===== config.mk =====
export PLATFORM = sky130hd
export DESIGN_NAME = uart_tx
export DESIGN_NICKNAME = d
export VERILOG_FILES = /design/src/rtl/uart_pkg.sv /design/src/rtl/uart_baud_cnt.sv /design/src/rtl/uart_tx.sv
export SDC_FILE = /design/constraint.sdc
export NUM_CORES = 1
export LEC_CHECK = 0
export ABC_CLOCK_PERIOD_IN_PS = 4500
export BUFFER_PORTS_ARGS = -buffer_cell sky130_fd_sc_hd__buf_2
export CAP_MARGIN = 15
export CORE_MARGIN = 2
export CORE_UTILIZATION = 60
export DETAILED_ROUTE_END_ITERATION = 8
export PLACE_DENSITY_LB_ADDON = 0.05
export RECOVER_POWER = 50
export SYNTH_ARGS = -nofsm -noshare
export SYNTH_HDL_FRONTEND = slang
export SYNTH_SLANG_ARGS = --single-unit

===== constraint.sdc =====
create_clock -name i_Clk -period 4.5 [get_ports i_Clk]
set_input_delay 0.45 -clock i_Clk [delete_from_list [all_inputs] [get_ports i_Clk]]
set_output_delay 0.45 -clock i_Clk [all_outputs]
set_load 0.02 [all_outputs]

===== src/rtl/uart_pkg.sv =====
// uart_pkg: state encoding, data width and line levels shared by the UART transmitter and receiver.
// Defining UART_TX_PARITY_EN adds the PARITY state and the even-parity helper.
package uart_pkg;

    localparam int DATA_W = 8;

    localparam logic LINE_IDLE  = 1'b1;
    localparam logic LINE_START = 1'b0;
    localparam logic LINE_STOP  = 1'b1;

    typedef enum logic [2:0] {
        S_IDLE,
        S_START,
        S_DATA,
`ifdef UART_TX_PARITY_EN
        S_PARITY,
`endif
        S_STOP
    } uart_state_t;

`ifdef UART_TX_PARITY_EN
    // Even parity: the parity bit makes the total count of ones even.
    function automatic logic even_parity(input logic [DATA_W-1:0] d);
        return ^d;
    endfunction
`endif

endpackage


===== src/rtl/uart_baud_cnt.sv =====
// uart_baud_cnt: bit-period counter running 0..CLKS_PER_BIT-1 with a terminal-count pulse
// on the last cycle of each bit and a synchronous restart that holds it at zero.
module uart_baud_cnt #(
    parameter int CLKS_PER_BIT = 217
) (
    input  logic i_Clk,
    input  logic i_Rst_L,
    input  logic i_Restart,
    output logic o_Tc
);

    localparam int W = $clog2(CLKS_PER_BIT);
    localparam logic [W-1:0] LAST = W'(CLKS_PER_BIT - 1);

    logic [W-1:0] r_Cnt;

    assign o_Tc = (r_Cnt == LAST);

    // Count cycles within the current bit; wrap on terminal count, clear while restarted.
    always_ff @(posedge i_Clk or negedge i_Rst_L) begin
        if (!i_Rst_L) begin
            r_Cnt <= '0;
        end else if (i_Restart || o_Tc) begin
            r_Cnt <= '0;
        end else begin
            r_Cnt <= r_Cnt + 1'b1;
        end
    end

endmodule


===== src/rtl/uart_tx.sv =====
// uart_tx: 8N1 UART transmitter, LSB first, idle-high line, registered serial output.
// Defining UART_TX_PARITY_EN inserts an even-parity bit between data bit 7 and the stop bit.
module uart_tx
    import uart_pkg::*;
#(
    parameter int CLKS_PER_BIT = 217
) (
    input  logic              i_Clk,
    input  logic              i_Rst_L,
    input  logic              i_TX_DV,
    input  logic [DATA_W-1:0] i_TX_Byte,
    output logic              o_TX_Serial,
    output logic              o_TX_Active,
    output logic              o_TX_Done
);

    localparam int IDX_W = $clog2(DATA_W);
    localparam logic [IDX_W-1:0] LAST_IDX = IDX_W'(DATA_W - 1);

    if (CLKS_PER_BIT < 2) begin : g_cpb_check
        $error("uart_tx: CLKS_PER_BIT must be at least 2");
    end

    uart_state_t       r_State;
    logic [DATA_W-1:0] r_Byte;
    logic [IDX_W-1:0]  r_Idx;
    logic              r_Serial;
    logic              r_Active;
    logic              r_Done;
    logic              w_Tc;
    logic              w_Restart;

    // The bit timer is held at zero while idle so the start bit gets a full period.
    assign w_Restart = (r_State == S_IDLE);

    uart_baud_cnt #(
        .CLKS_PER_BIT(CLKS_PER_BIT)
    ) u_baud_cnt (
        .i_Clk    (i_Clk),
        .i_Rst_L  (i_Rst_L),
        .i_Restart(w_Restart),
        .o_Tc     (w_Tc)
    );

    assign o_TX_Serial = r_Serial;
    assign o_TX_Active = r_Active;
    assign o_TX_Done   = r_Done;

    // Frame sequencer; every output is registered and set one bit ahead of its state.
    always_ff @(posedge i_Clk or negedge i_Rst_L) begin
        if (!i_Rst_L) begin
            r_State  <= S_IDLE;
            r_Byte   <= '0;
            r_Idx    <= '0;
            r_Serial <= LINE_IDLE;
            r_Active <= 1'b0;
            r_Done   <= 1'b0;
        end else begin
            r_Done <= 1'b0;
            case (r_State)
                S_IDLE: begin
                    r_Serial <= LINE_IDLE;
                    r_Active <= 1'b0;
                    r_Idx    <= '0;
                    if (i_TX_DV) begin
                        r_Byte   <= i_TX_Byte;
                        r_Serial <= LINE_START;
                        r_Active <= 1'b1;
                        r_State  <= S_START;
                    end
                end
                S_START: begin
                    if (w_Tc) begin
                        r_Serial <= r_Byte[0];
                        r_State  <= S_DATA;
                    end
                end
                S_DATA: begin
                    if (w_Tc) begin
                        if (r_Idx == LAST_IDX) begin
`ifdef UART_TX_PARITY_EN
                            r_Serial <= even_parity(r_Byte);
                            r_State  <= S_PARITY;
`else
                            r_Serial <= LINE_STOP;
                            r_State  <= S_STOP;
`endif
                        end else begin
                            r_Idx    <= r_Idx + 1'b1;
                            r_Serial <= r_Byte[r_Idx + 1'b1];
                        end
                    end
                end
`ifdef UART_TX_PARITY_EN
                S_PARITY: begin
                    if (w_Tc) begin
                        r_Serial <= LINE_STOP;
                        r_State  <= S_STOP;
                    end
                end
`endif
                S_STOP: begin
                    if (w_Tc) begin
                        r_Serial <= LINE_IDLE;
                        r_Active <= 1'b0;
                        r_Done   <= 1'b1;
                        r_State  <= S_IDLE;
                    end
                end
                default: r_State <= S_IDLE;
            endcase
        end
    end

endmodule


==> results of run 1 <==
## metal layers
layer	GRT usage, %	routed length (um)
met4	8.333	27
met5	0	0
met1	25.51	1012
met3	3.636	58
met2	31.56	1018
## sequential cells by signal (all words and copies together) (netlist names)
signal	cells
u_baud_cnt.r_Cnt	8
r_State	2
r_Idx	3
o_TX_Active	1
r_Byte	8
o_TX_Serial	1
o_TX_Done	1
## stage by stage
stage / total power [mW] / std cells / area (um2) / hold WS, ps / util [%]
2_1_floorplan: 0.5974 / 108 / 1256 / 154.4 / -
3_3_place_gp: 0.6652 / 145 / 1336 / 450.5 / 68.11
6_report: 0.8285 / 149 / 1386 / 350.1 / 70.66
5_1_grt: 0.8861 / 149 / 1386 / 338.3 / 70.66
3_5_place_dp: 0.6783 / 145 / 1336 / 458.2 / 68.11
4_1_cts: 0.8361 / 149 / 1389 / 99.13 / 70.79
## area by class of cell
class | instances | area share [%]
inverters | 6 | 1.625
repair buffers | 13 | 4.513
multi-input cells | 75 | 44.22
flip-flops and latches | 24 | 43.41
clock inverters | 1 | 2.166
well taps | 27 | 2.437
clock buffers | 3 | 1.625
## cell families (layout without fill, tap and decap cells)
logic type	Yosys count	after routing	share of synthesized area, %
mux	18	18	16.33
buf+inv	9	23	3.287
flops	24	24	47.91
fa+ha+maj	9	9	8.964
xor+xnor	7	7	4.881
compound gates	11	11	6.672
simple gates	30	30	11.95
## synthesized netlist by cell type, drive strengths merged (2+ instances only)
library cell  number
a2111oi            2
and2               2
and3               2
clkbuf             2
dfrtp             23
ha                 9
inv                6
mux2              10
mux2i              7
nand2              6
nand3              2
nor2              10
nor3               3
o21ai              3
o22ai              2
xnor2              3
xor2               4
## worst max-delay path, stage by stage (launching register included)
cell      delay, ps
dfrtp_1         520
ha_1            250
ha_1            310
mux4_2          510
a221oi_2        220
mux2_1          160
## where the power goes
part / leakage (nW) / total (mW) / switching (mW) / internal (mW)
Clock: 0.0279 / 0.155 / 0.0651 / 0.0901
Sequential: 0.304 / 0.352 / 0.0587 / 0.293
Combinational: 0.299 / 0.322 / 0.164 / 0.157
Total: 0.631 / 0.829 / 0.288 / 0.540
## worst paths after layout
check,depth (start not counted),from,endpoint
min in group asynchronous,1,i_Rst_L,r_Idx[1]
max in group asynchronous,1,i_Rst_L,u_baud_cnt.r_Cnt[1]
worst max-delay path,5,r_Idx[0],o_TX_Serial
worst max register to register,5,r_Idx[0],o_TX_Serial
worst min register to register,1,u_baud_cnt.r_Cnt[0],u_baud_cnt.r_Cnt[0]
worst min-delay path,2,i_TX_Byte[7],r_Byte[7]
==> metrics.yaml, run 1 <==
synth:
  synthTopCellsByArea: "dfrtp_1 (46%), ha_1 (9.0%), mux2_2 (8.1%)"
  yosysTopAreaCellShare_pct: 45.82
  synth_area_per_cell_um2: 11.63
  synthArstFlopShare_pct: 100.0
  synth_area_leader_cell: "dfrtp_1"
  dominantRegCellSynth: "dfrtp_1"
  syn_nets: 128
  synth_cells: 108
  yosysSeqAreaShare_pct: 47.91
  synth_edf_count: 0
  synth_cell_types: 31
  synth_seq_cells: 24
  yosysWarnings: 0
  syn-cell-area_um2: 1256
routing:
  post_drt_wl_per_cell_um: 14.20
  avgViaCountPerCell: 5.503
  drt_iter0_drc: 8
  drt_wl_total_um: 2116
  postRouteAntennaNets: 0
  drcViolationCount: 0
  via_count: 820
  drt_pre_antenna_iters: 4
worst_setup_path:
  end_kind: "flop"
  crit_type: "flop to flop"
  cp_max_fo: 7
  setup.worst_path.start_class: "flop"
  reg2reg_slack_ps: 2480
  worstPathArrival_ps: 2290
  required_ps: 4770
layout:
  multiInputGateArea_um2: 613.1
  antenna_cells: 0
  n_fill_cell: 180
  regArea_um2: 601.8
  finish.net_count: 143
  area_growth_pct: 10.36
  layout_common_cells: "dfrtp_1 (23), buf_2 (11), nor2_1 (10)"
  drive_gt1_share_pct: 24.59
  final_common_cell: "dfrtp_1"
clock_network:
  cts_buffers: 3
  ctsRootBufferMaster: "clkbuf_4"
  cts_hold_buf: 0
  clock_path_buffers: 2
  worst_skew_pair.late_latency_ps: 320
  clkTransAtPathRegs_ps: 130
  clock-sinks: 24
  cts_resized: 0
  h-tree-depth: 1
  cts_tree: "built"
  cts_setup_buffers: 0
timing:
  fin_tns_setup_ps: 0
  postLayoutSetupSlackWorst_ps: 2479
  hold_violations: 0
  fin_crit_ps: 2021
  tightest_slew_ps: 1281
  period_share_pct: 44.91
  slew_viol_final: 0
  fmax_mhz: 494.8
  fin_skew_ps: 4.434
  relSlewSlack_pct: 14.61
  rsz0062_at_grt: "no"
  finalSetupViolations: 0
place:
  preCtsSetupSlack_ps: 2527
  hpwlAfterDp_um: 1557
  place.gp.congestion: 0.7269
  portBuffers: 13
grt:
  antenna_found_initial: 0
  grt_first_pass_wirelength_um: 3594
  grt.total_usage_pct: 19.45
  overflow: 0
  grt_pass1_vias: 829
  grt_max_degree: 25
floorplanning:
  die-area_um2: 2476
  core-area_um2: 1962
  die_w_um: 49.76
  num_rows: 16
  die_h_um: 49.76
  io-pin-count: 14
  initial_utilization_pct: 64.03
power:
  peakVddDrop_uv: 394.2
  p_leak_nw: 0.6311
  powerDensity_nw_per_um2: 597.7
worst_hold_path:
  min_path_type: "input port to flop"
flow_run:
  max_cap_viol_count: 0
status:
  outcome: "finished clean"
No activity file was read; power rests on OpenSTA's default activity.
==> run 2: changes to the inputs <==
--- a/config.mk
+++ b/config.mk
@@ -5,11 +5,12 @@
 export SDC_FILE = /design/constraint.sdc
 export NUM_CORES = 1
 export LEC_CHECK = 0
-export ABC_CLOCK_PERIOD_IN_PS = 4500
+export ABC_AREA = 1
+export ABC_CLOCK_PERIOD_IN_PS = 1970
 export BUFFER_PORTS_ARGS = -buffer_cell sky130_fd_sc_hd__buf_2
 export CAP_MARGIN = 15
 export CORE_MARGIN = 2
-export CORE_UTILIZATION = 60
+export CORE_UTILIZATION = 57
 export DETAILED_ROUTE_END_ITERATION = 8
 export PLACE_DENSITY_LB_ADDON = 0.05
 export RECOVER_POWER = 50
==> constraint.sdc (replaced) <==
create_clock -name i_Clk -period 1.97 [get_ports i_Clk]
set_input_delay 0.197 -clock i_Clk [delete_from_list [all_inputs] [get_ports i_Clk]]
set_output_delay 0.197 -clock i_Clk [all_outputs]
set_load 0.02 [all_outputs]
==> run 2 against run 1 <==
Compared with the run above:
- area after synthesis rose by 2.1%
- count of clock-buffer cells in the layout rose by 1
- non-clock buffer count rose by 1
- clock power rose by 64%
- core utilization fell by 4.9 points
- hold slack got worse by 240 ps
- largest power group is now combinational cells
- critical path type unchanged
==> metrics.yaml, run 2 <==
synth:
  synth_seq_cells: 24  # unchanged
  dominantRegCellSynth: "dfrtp_1"  # unchanged
  syn-cell-area_um2: 1282  # was 1256 um2
  synthMostInstantiatedCell: "nand2_1"  # was dfrtp_1
  synth_area_per_cell_um2: 9.226  # was 11.63 um2
  synth_cell_types: 24  # was 31
  synth-xor-area-share_pct: 0.6829  # was 4.880%
  synthMuxAreaShare_pct: 7.024  # was 16.33%
  synthSimpleGateAreaFrac_pct: 24.49  # was 11.95%
  synth_top_family_by_area: "simple AND/OR/NAND/NOR gates"  # was multiplexers
  yosysSeqAreaShare_pct: 46.93  # was 47.91%
  synthTopCellsByArea: "dfrtp_1 (45%), ha_1 (8.8%), nand2_1 (7.9%)"  # was dfrtp_1 (46%), ha_1 (9.0%), mux2_2 (8.1%)
  synth_edf_count: 0  # unchanged
  synth_cells: 139  # was 108
  synth.top_cells.by_count: "nand2_1 (27), dfrtp_1 (23), inv_1 (21)"  # was dfrtp_1 (23), nor2_1 (10), ha_1 (9), mux2_2 (9), mux2i_1 (7)
  synth_area_leader_cell: "dfrtp_1"  # unchanged
  syn_nets: 159  # was 128
  yosysWarnings: 0  # unchanged
  yosysTopAreaCellShare_pct: 44.88  # was 45.82%
  synthArstFlopShare_pct: 100.0  # unchanged
  yosys.area_share.adder_pct: 8.780  # was 8.964%
  synth_compound_area_share_pct: 5.951  # was 6.673%
layout:
  fin_util_pct: 65.74  # was 70.66%
  finish.net_count: 178  # was 143
  largestRegisters: "r_Byte: 8 flops, u_baud_cnt.r_Cnt: 8 flops, r_Idx: 3 flops"  # unchanged
  final_common_cell: "nand2_1"  # was dfrtp_1
  design_area_um2: 1426  # was 1386 um2
  antenna_cells: 0  # unchanged
  n_fill_cell: 192  # was 180
  layout_common_cells: "nand2_1 (27), dfrtp_1 (23), inv_1 (21)"  # was dfrtp_1 (23), buf_2 (11), nor2_1 (10)
  drive_gt1_share_pct: 23.57  # was 24.59%
  instances_no_fill: 185  # was 149
  area_growth_pct: 11.22  # was 10.36%
flow_run:
  max_cap_viol_count: 0  # unchanged
worst_setup_path:
  end_kind: "flop"  # unchanged
  cp_max_fo: 9  # was 7
  crit_path_start: "r_State[0]"  # was r_Idx[0]
  worstPathArrival_ps: 1800  # was 2290 ps
  required_ps: 2180  # was 4770 ps
  reg2reg_slack_ps: 380  # was 2480 ps
  worstRegToRegCells: 4  # was 5
  crit_end: "r_Byte[6]"  # was o_TX_Serial
  rr_endpoint: "r_Byte[6]"  # was o_TX_Serial
  worstReg2RegStart: "r_State[0]"  # was r_Idx[0]
  crit_type: "flop to flop"  # unchanged
  setup.worst_path.start_class: "flop"  # unchanged
grt:
  grt_max_degree: 25  # unchanged
  grt.total_usage_pct: 19.59  # was 19.45%
  grt_pass1_vias: 906  # was 829
  grt_first_pass_wirelength_um: 3795  # was 3594 um
  antenna_found_initial: 0  # unchanged
  overflow: 0  # unchanged
power:
  powerDensity_nw_per_um2: 1257  # was 597.7 nW/um2
  p_sw_mw: 0.6910  # was 0.2882 mW
  p_seq_share_pct: 42.8  # was 42.5%
  power_mw: 1.793  # was 0.8285 mW
  p_clk_share_pct: 14.2  # was 18.7%
  switching_share_pct: 38.54  # was 34.78%
  p_comb_share_pct: 43.0  # was 38.8%
  peakVddDrop_uv: 641.8  # was 394.2 uV
  p_leak_nw: 0.6915  # was 0.6311 nW
  intPower_mw: 1.102  # was 0.5404 mW
routing:
  drt_iter0_drc: 22  # was 8
  via_count: 931  # was 820
  drt_pre_antenna_iters: 4  # unchanged
  post_drt_wl_per_cell_um: 11.63  # was 14.20 um
  drt_wl_total_um: 2152  # was 2116 um
  postRouteAntennaNets: 0  # unchanged
  drcViolationCount: 0  # unchanged
  avgViaCountPerCell: 5.032  # was 5.503
clock_network:
  clkTransAtPathRegs_ps: 130  # about the same
  worst_skew_pair.late_latency_ps: 310  # was 320 ps
  h-tree-depth: 1  # unchanged
  cts_buffers: 3  # unchanged
  clock-sinks: 24  # unchanged
  cts_tree: "built"  # unchanged
  ctsRootBufferMaster: "clkbuf_4"  # unchanged
  cts_setup_buffers: 0  # unchanged
  clock_path_buffers: 2  # unchanged
timing:
  fin_skew_ps: 5.034  # was 4.434 ps
  hold_violations: 0  # unchanged
  fin_crit_ps: 1589  # was 2021 ps
  fin_tns_setup_ps: 0  # unchanged
  holdWs_ps: 106.7  # was 350.1 ps
  finalSetupViolations: 0  # unchanged
  tightest_slew_ps: 1237  # was 1281 ps
  postLayoutSetupSlackWorst_ps: 380.7  # was 2479 ps
  fmax_mhz: 629.2  # was 494.8 MHz
  rsz0062_at_grt: "no"  # unchanged
  relSlewSlack_pct: 17.54  # was 14.61%
  period_share_pct: 80.68  # was 44.91%
  slew_viol_final: 0  # unchanged
floorplanning:
  io-pin-count: 14  # unchanged
  die_w_um: 51.44  # was 49.76 um
  num_rows: 17  # was 16
  initial_utilization_pct: 59.11  # was 64.03%
  die_h_um: 51.44  # was 49.76 um
  core-area_um2: 2170  # was 1962 um2
  die-area_um2: 2646  # was 2476 um2
place:
  dpl_cell_area_um2: 1383  # was 1336 um2
  hpwlAfterDp_um: 1624  # was 1557 um
  preCtsSetupSlack_ps: 397.4  # was 2527 ps
  portBuffers: 13  # unchanged
  place.gp.congestion: 0.8469  # was 0.7269
  dpl.cell_count: 180  # was 145
status:
  outcome: "finished clean"  # unchanged
worst_hold_path:
  worstHoldStart: "i_TX_Byte[3]"  # was i_TX_Byte[7]
  min_path_type: "input port to flop"  # unchanged
run 2: critical path, stage by stage, from the launching register on:
cell and delay (ps):
dfrtp_1 430, inv_1 100, ha_1 270, nand2_1 310, mux2_2 380
run 2: worst min path at each step:
stage                  end  depth (start not counted)
2_1_floorplan  o_TX_Active                          0
3_3_place_gp     o_TX_Done                          1
3_5_place_dp    r_State[0]                          1
4_1_cts          r_Byte[7]                          2
5_1_grt          r_Byte[1]                          2
6_report         r_Byte[3]                          2
run 2: power by group through the flow:
stage	Sequential [mW]	Clock (mW)	Combinational (mW)
final	0.768	0.254	0.770
after global routing	0.788	0.283	0.888
after CTS	0.768	0.270	0.779
after detailed placement	0.778	0	0.774
after global placement	0.774	0	0.742
after floorplan	0.777	0	0.589
run 2: logic make-up (layout without fill, tap and decap cells):
kind of cell	count (synthesis)	after routing
AND/OR/NAND/NOR	63	63
flip-flops	24	24
buffers and inverters	21	39
AO/OA/AOI/OAI	13	13
adder cells (fa/ha/maj)	9	9
multiplexers	8	8
XOR/XNOR	1	1
run 2: timing repair:
action | in CTS | in global routing
hold endpoints to repair | 23 | 0
hold buffers | 1 | 0
endpoints found under the setup margin | 0 | 0
gates resized for setup | 0 | 0
run 2: area by class of cell:
class                   count  area (um2)  area share (%)
flip-flops and latches     24       601.8           42.19
multi-input cells          94       601.8           42.19
clock buffers               4       36.28           2.544
repair buffers             14       72.57           5.088
inverters                  21       78.83           5.526
well taps                  28       35.03           2.456
run 2: metal layers:
layer  vias up  GRT usage, %  share of wire [%]  routed length, um
met2        16         33.55                 47               1012
met4         0         9.211                1.4                 31
met3         4         1.754                3.4                 73
met5         -             0                  0                  0
li1        482             -                  -                  -
met1       429         24.95                 48               1034
==> run 3: changes to the inputs <==
--- a/config.mk
+++ b/config.mk
@@ -5,12 +5,12 @@
 export SDC_FILE = /design/constraint.sdc
 export NUM_CORES = 1
 export LEC_CHECK = 0
-export ABC_AREA = 1
-export ABC_CLOCK_PERIOD_IN_PS = 1970
+export ABC_AREA = 0
+export ABC_CLOCK_PERIOD_IN_PS = 1600
 export BUFFER_PORTS_ARGS = -buffer_cell sky130_fd_sc_hd__buf_2
 export CAP_MARGIN = 15
 export CORE_MARGIN = 2
-export CORE_UTILIZATION = 57
+export CORE_UTILIZATION = 56
 export DETAILED_ROUTE_END_ITERATION = 8
 export PLACE_DENSITY_LB_ADDON = 0.05
 export RECOVER_POWER = 50
==> constraint.sdc (replaced) <==
create_clock -name i_Clk -period 1.6 [get_ports i_Clk]
set_input_delay 0.16 -clock i_Clk [delete_from_list [all_inputs] [get_ports i_Clk]]
set_output_delay 0.16 -clock i_Clk [all_outputs]
set_load 0.02 [all_outputs]
==> run 3 against run 2 <==
Compared with the run above:
- the flow now finishes with violations (negative setup slack)
- register-to-register slack lost 600 ps
- power grew 58%
- die area shrank 0.29%
- critical path type unchanged
- critical endpoint is now o_TX_Serial
- largest cell class is now multi-input gates
- highest routed layer unchanged
==> metrics.yaml, run 3 (synthesis results as in run 1) <==
worst_setup_path:
  worstReg2RegStart: "r_Idx[0]"  # was r_State[0]
  worstRegToRegCells: 5  # was 4
  crit_type: "flop to flop"  # unchanged
  end_kind: "flop"  # unchanged
  rr_endpoint: "o_TX_Serial"  # was r_Byte[6]
  reg2reg_slack_ps: -220  # was 380 ps
  setup.worst_path.start_class: "flop"  # unchanged
  crit_path_start: "r_Idx[0]"  # was r_State[0]
  cp_max_fo: 2  # was 9
  required_ps: 1870  # was 2180 ps
  worstPathArrival_ps: 2090  # was 1800 ps
  crit_end: "o_TX_Serial"  # was r_Byte[6]
layout:
  antenna_cells: 0  # unchanged
  final_common_cell: "dfrtp_1"  # was nand2_1
  n_fill_cell: 163  # was 192
  finish.net_count: 165  # was 178
  largestRegisters: "r_Byte: 8 flops, u_baud_cnt.r_Cnt: 8 flops, r_Idx: 3 flops"  # unchanged
  area_growth_pct: 32.07  # was 11.22%
  fin_util_pct: 76.47  # was 65.74%
  drive_gt1_share_pct: 47.22  # was 23.57%
  layout_common_cells: "dfrtp_1 (22), buf_4 (18), buf_2 (12)"  # was nand2_1 (27), dfrtp_1 (23), inv_1 (21)
clock_network:
  cts_buffers: 3  # unchanged
  clock_path_buffers: 2  # unchanged
  ctsRootBufferMaster: "clkbuf_4"  # unchanged
  cts_tree: "built"  # unchanged
  clock-sinks: 24  # unchanged
  clkTransAtPathRegs_ps: 130  # about the same
  worst_skew_pair.late_latency_ps: 310  # about the same
  h-tree-depth: 1  # unchanged
timing:
  postLayoutSetupSlackWorst_ps: -219.9  # was 380.7 ps
  finalSetupViolations: 2  # was 0
  fin_skew_ps: 3.247  # was 5.034 ps
  relSlewSlack_pct: 60.55  # was 17.54%
  period_share_pct: 113.7  # was 80.68%
  hold_violations: 0  # unchanged
  fmax_mhz: 549.5  # was 629.2 MHz
  fin_crit_ps: 1820  # was 1589 ps
  rsz0062_at_grt: "yes"  # was no
  slew_viol_final: 0  # unchanged
  tightest_slew_ps: 591.8  # was 1237 ps
place:
  portBuffers: 13  # unchanged
  hpwlAfterDp_um: 1880  # was 1624 um
  place.gp.congestion: 0.7742  # was 0.8469
worst_hold_path:
  worstHoldStart: "i_TX_Byte[5]"  # was i_TX_Byte[3]
  min_path_type: "input port to flop"  # unchanged
routing:
  postRouteAntennaNets: 0  # unchanged
  drt_pre_antenna_iters: 4  # unchanged
  avgViaCountPerCell: 5.285  # was 5.032
  drt_wl_total_um: 2445  # was 2152 um
  drcViolationCount: 0  # unchanged
  drt_iter0_drc: 15  # was 22
  via_count: 909  # was 931
  post_drt_wl_per_cell_um: 14.22  # was 11.63 um
power:
  power_mw: 2.825  # was 1.793 mW
  peakVddDrop_uv: 1159  # was 641.8 uV
  powerDensity_nw_per_um2: 1703  # was 1257 nW/um2
  p_leak_nw: 0.7567  # was 0.6915 nW
flow_run:
  max_cap_viol_count: 0  # unchanged
floorplanning:
  initial_utilization_pct: 57.90  # was 59.11%
  io-pin-count: 14  # unchanged
  die_h_um: 51.36  # was 51.44 um
  die-area_um2: 2638  # was 2646 um2
  die_w_um: 51.36  # was 51.44 um
  core-area_um2: 2170  # unchanged
  num_rows: 17  # unchanged
grt:
  grt_first_pass_wirelength_um: 4312  # was 3795 um
  grt.total_usage_pct: 23.29  # was 19.59%
  antenna_found_initial: 0  # unchanged
  grt_max_degree: 25  # unchanged
  overflow: 0  # unchanged
  grt_pass1_vias: 965  # was 906
status:
  failed_checks: "negative setup slack"
  outcome: "finished, violations left"  # was finished clean
run 3: cell count changes in the layout (fill, tap and decap cells not counted), moves of 3 or more:
cell	change
buf_4	+18
ha_1	-6
ha_2	+3
ha_4	+3
inv_1	-17
mux2i_1	+7
nand2_1	-22
nand3_1	-5
nand3_2	-3
nor2_1	-4
nor2_2	-3
nor3b_1	-4
xor2_1	+4
run 3: layout make-up:
type	count	area (um2)	share of cell area, %
clock buffer	4	36.28	2.187
inverter	6	22.52	1.357
multi-input combinational	75	709.4	42.76
sequential	24	603.1	36.35
tap	28	35.03	2.112
timing repair buffer	35	252.7	15.23
run 3: metal layers:
| layer | vias up | routed length (um) | track usage, % |
|---|---|---|---|
| met2 | 15 | 1260 | 41.67 |
| met5 | - | 0 | 0 |
| li1 | 454 | - | - |
| met3 | 4 | 65 | 3.509 |
| met4 | 0 | 33 | 9.211 |
| met1 | 436 | 1085 | 27.85 |
run 3: timing repair:
action                                 4_1_cts  5_1_grt
pin swaps                                    3        6
resized for setup                            9       16
setup endpoints to repair                    9       19
setup buffers                                1        1
hold buffers                                 1        0
endpoints found under the hold margin       23        0
run 3: worst min path at each step:
stage / endpoint / cells past startpoint / slack (ps)
6_report: r_Byte[5] / 2 / 70
3_3_place_gp: o_TX_Done / 1 / 170
5_1_grt: r_Byte[3] / 2 / 50
3_5_place_dp: o_TX_Done / 1 / 170
2_1_floorplan: o_TX_Active / 0 / -140
4_1_cts: r_Byte[3] / 2 / 60
run 3: stage by stage:
step / hold slack (ps) / cells / setup slack (ps) / TNS [ps] / instance area, um2
after CTS: 63.42 / 172 / -247.4 / -360.5 / 1618
after detailed placement: 169.5 / 166 / -220.2 / -364.4 / 1523
after global placement: 165.8 / 166 / -122.4 / -177.8 / 1523
after floorplan: -135.6 / 108 / -120.4 / -120.4 / 1279
after global routing: 48.32 / 172 / -281.8 / -481.0 / 1659
final: 66.65 / 172 / -219.9 / -280.5 / 1659
run 3: report_power, final:
group / switching (mW) / leakage, nW / internal (mW) / total [mW]
registers: 0.151 / 0.303 / 0.827 / 0.978
clock network: 0.180 / 0.0210 / 0.139 / 0.319
logic: 0.666 / 0.433 / 0.863 / 1.53
run 3: worst max-delay path, cell delays in order (launching register included):
cell	delay, ps
dfrtp_1	410
ha_2	200
ha_4	270
mux4_2	500
a221oi_2	220
mux2_4	170
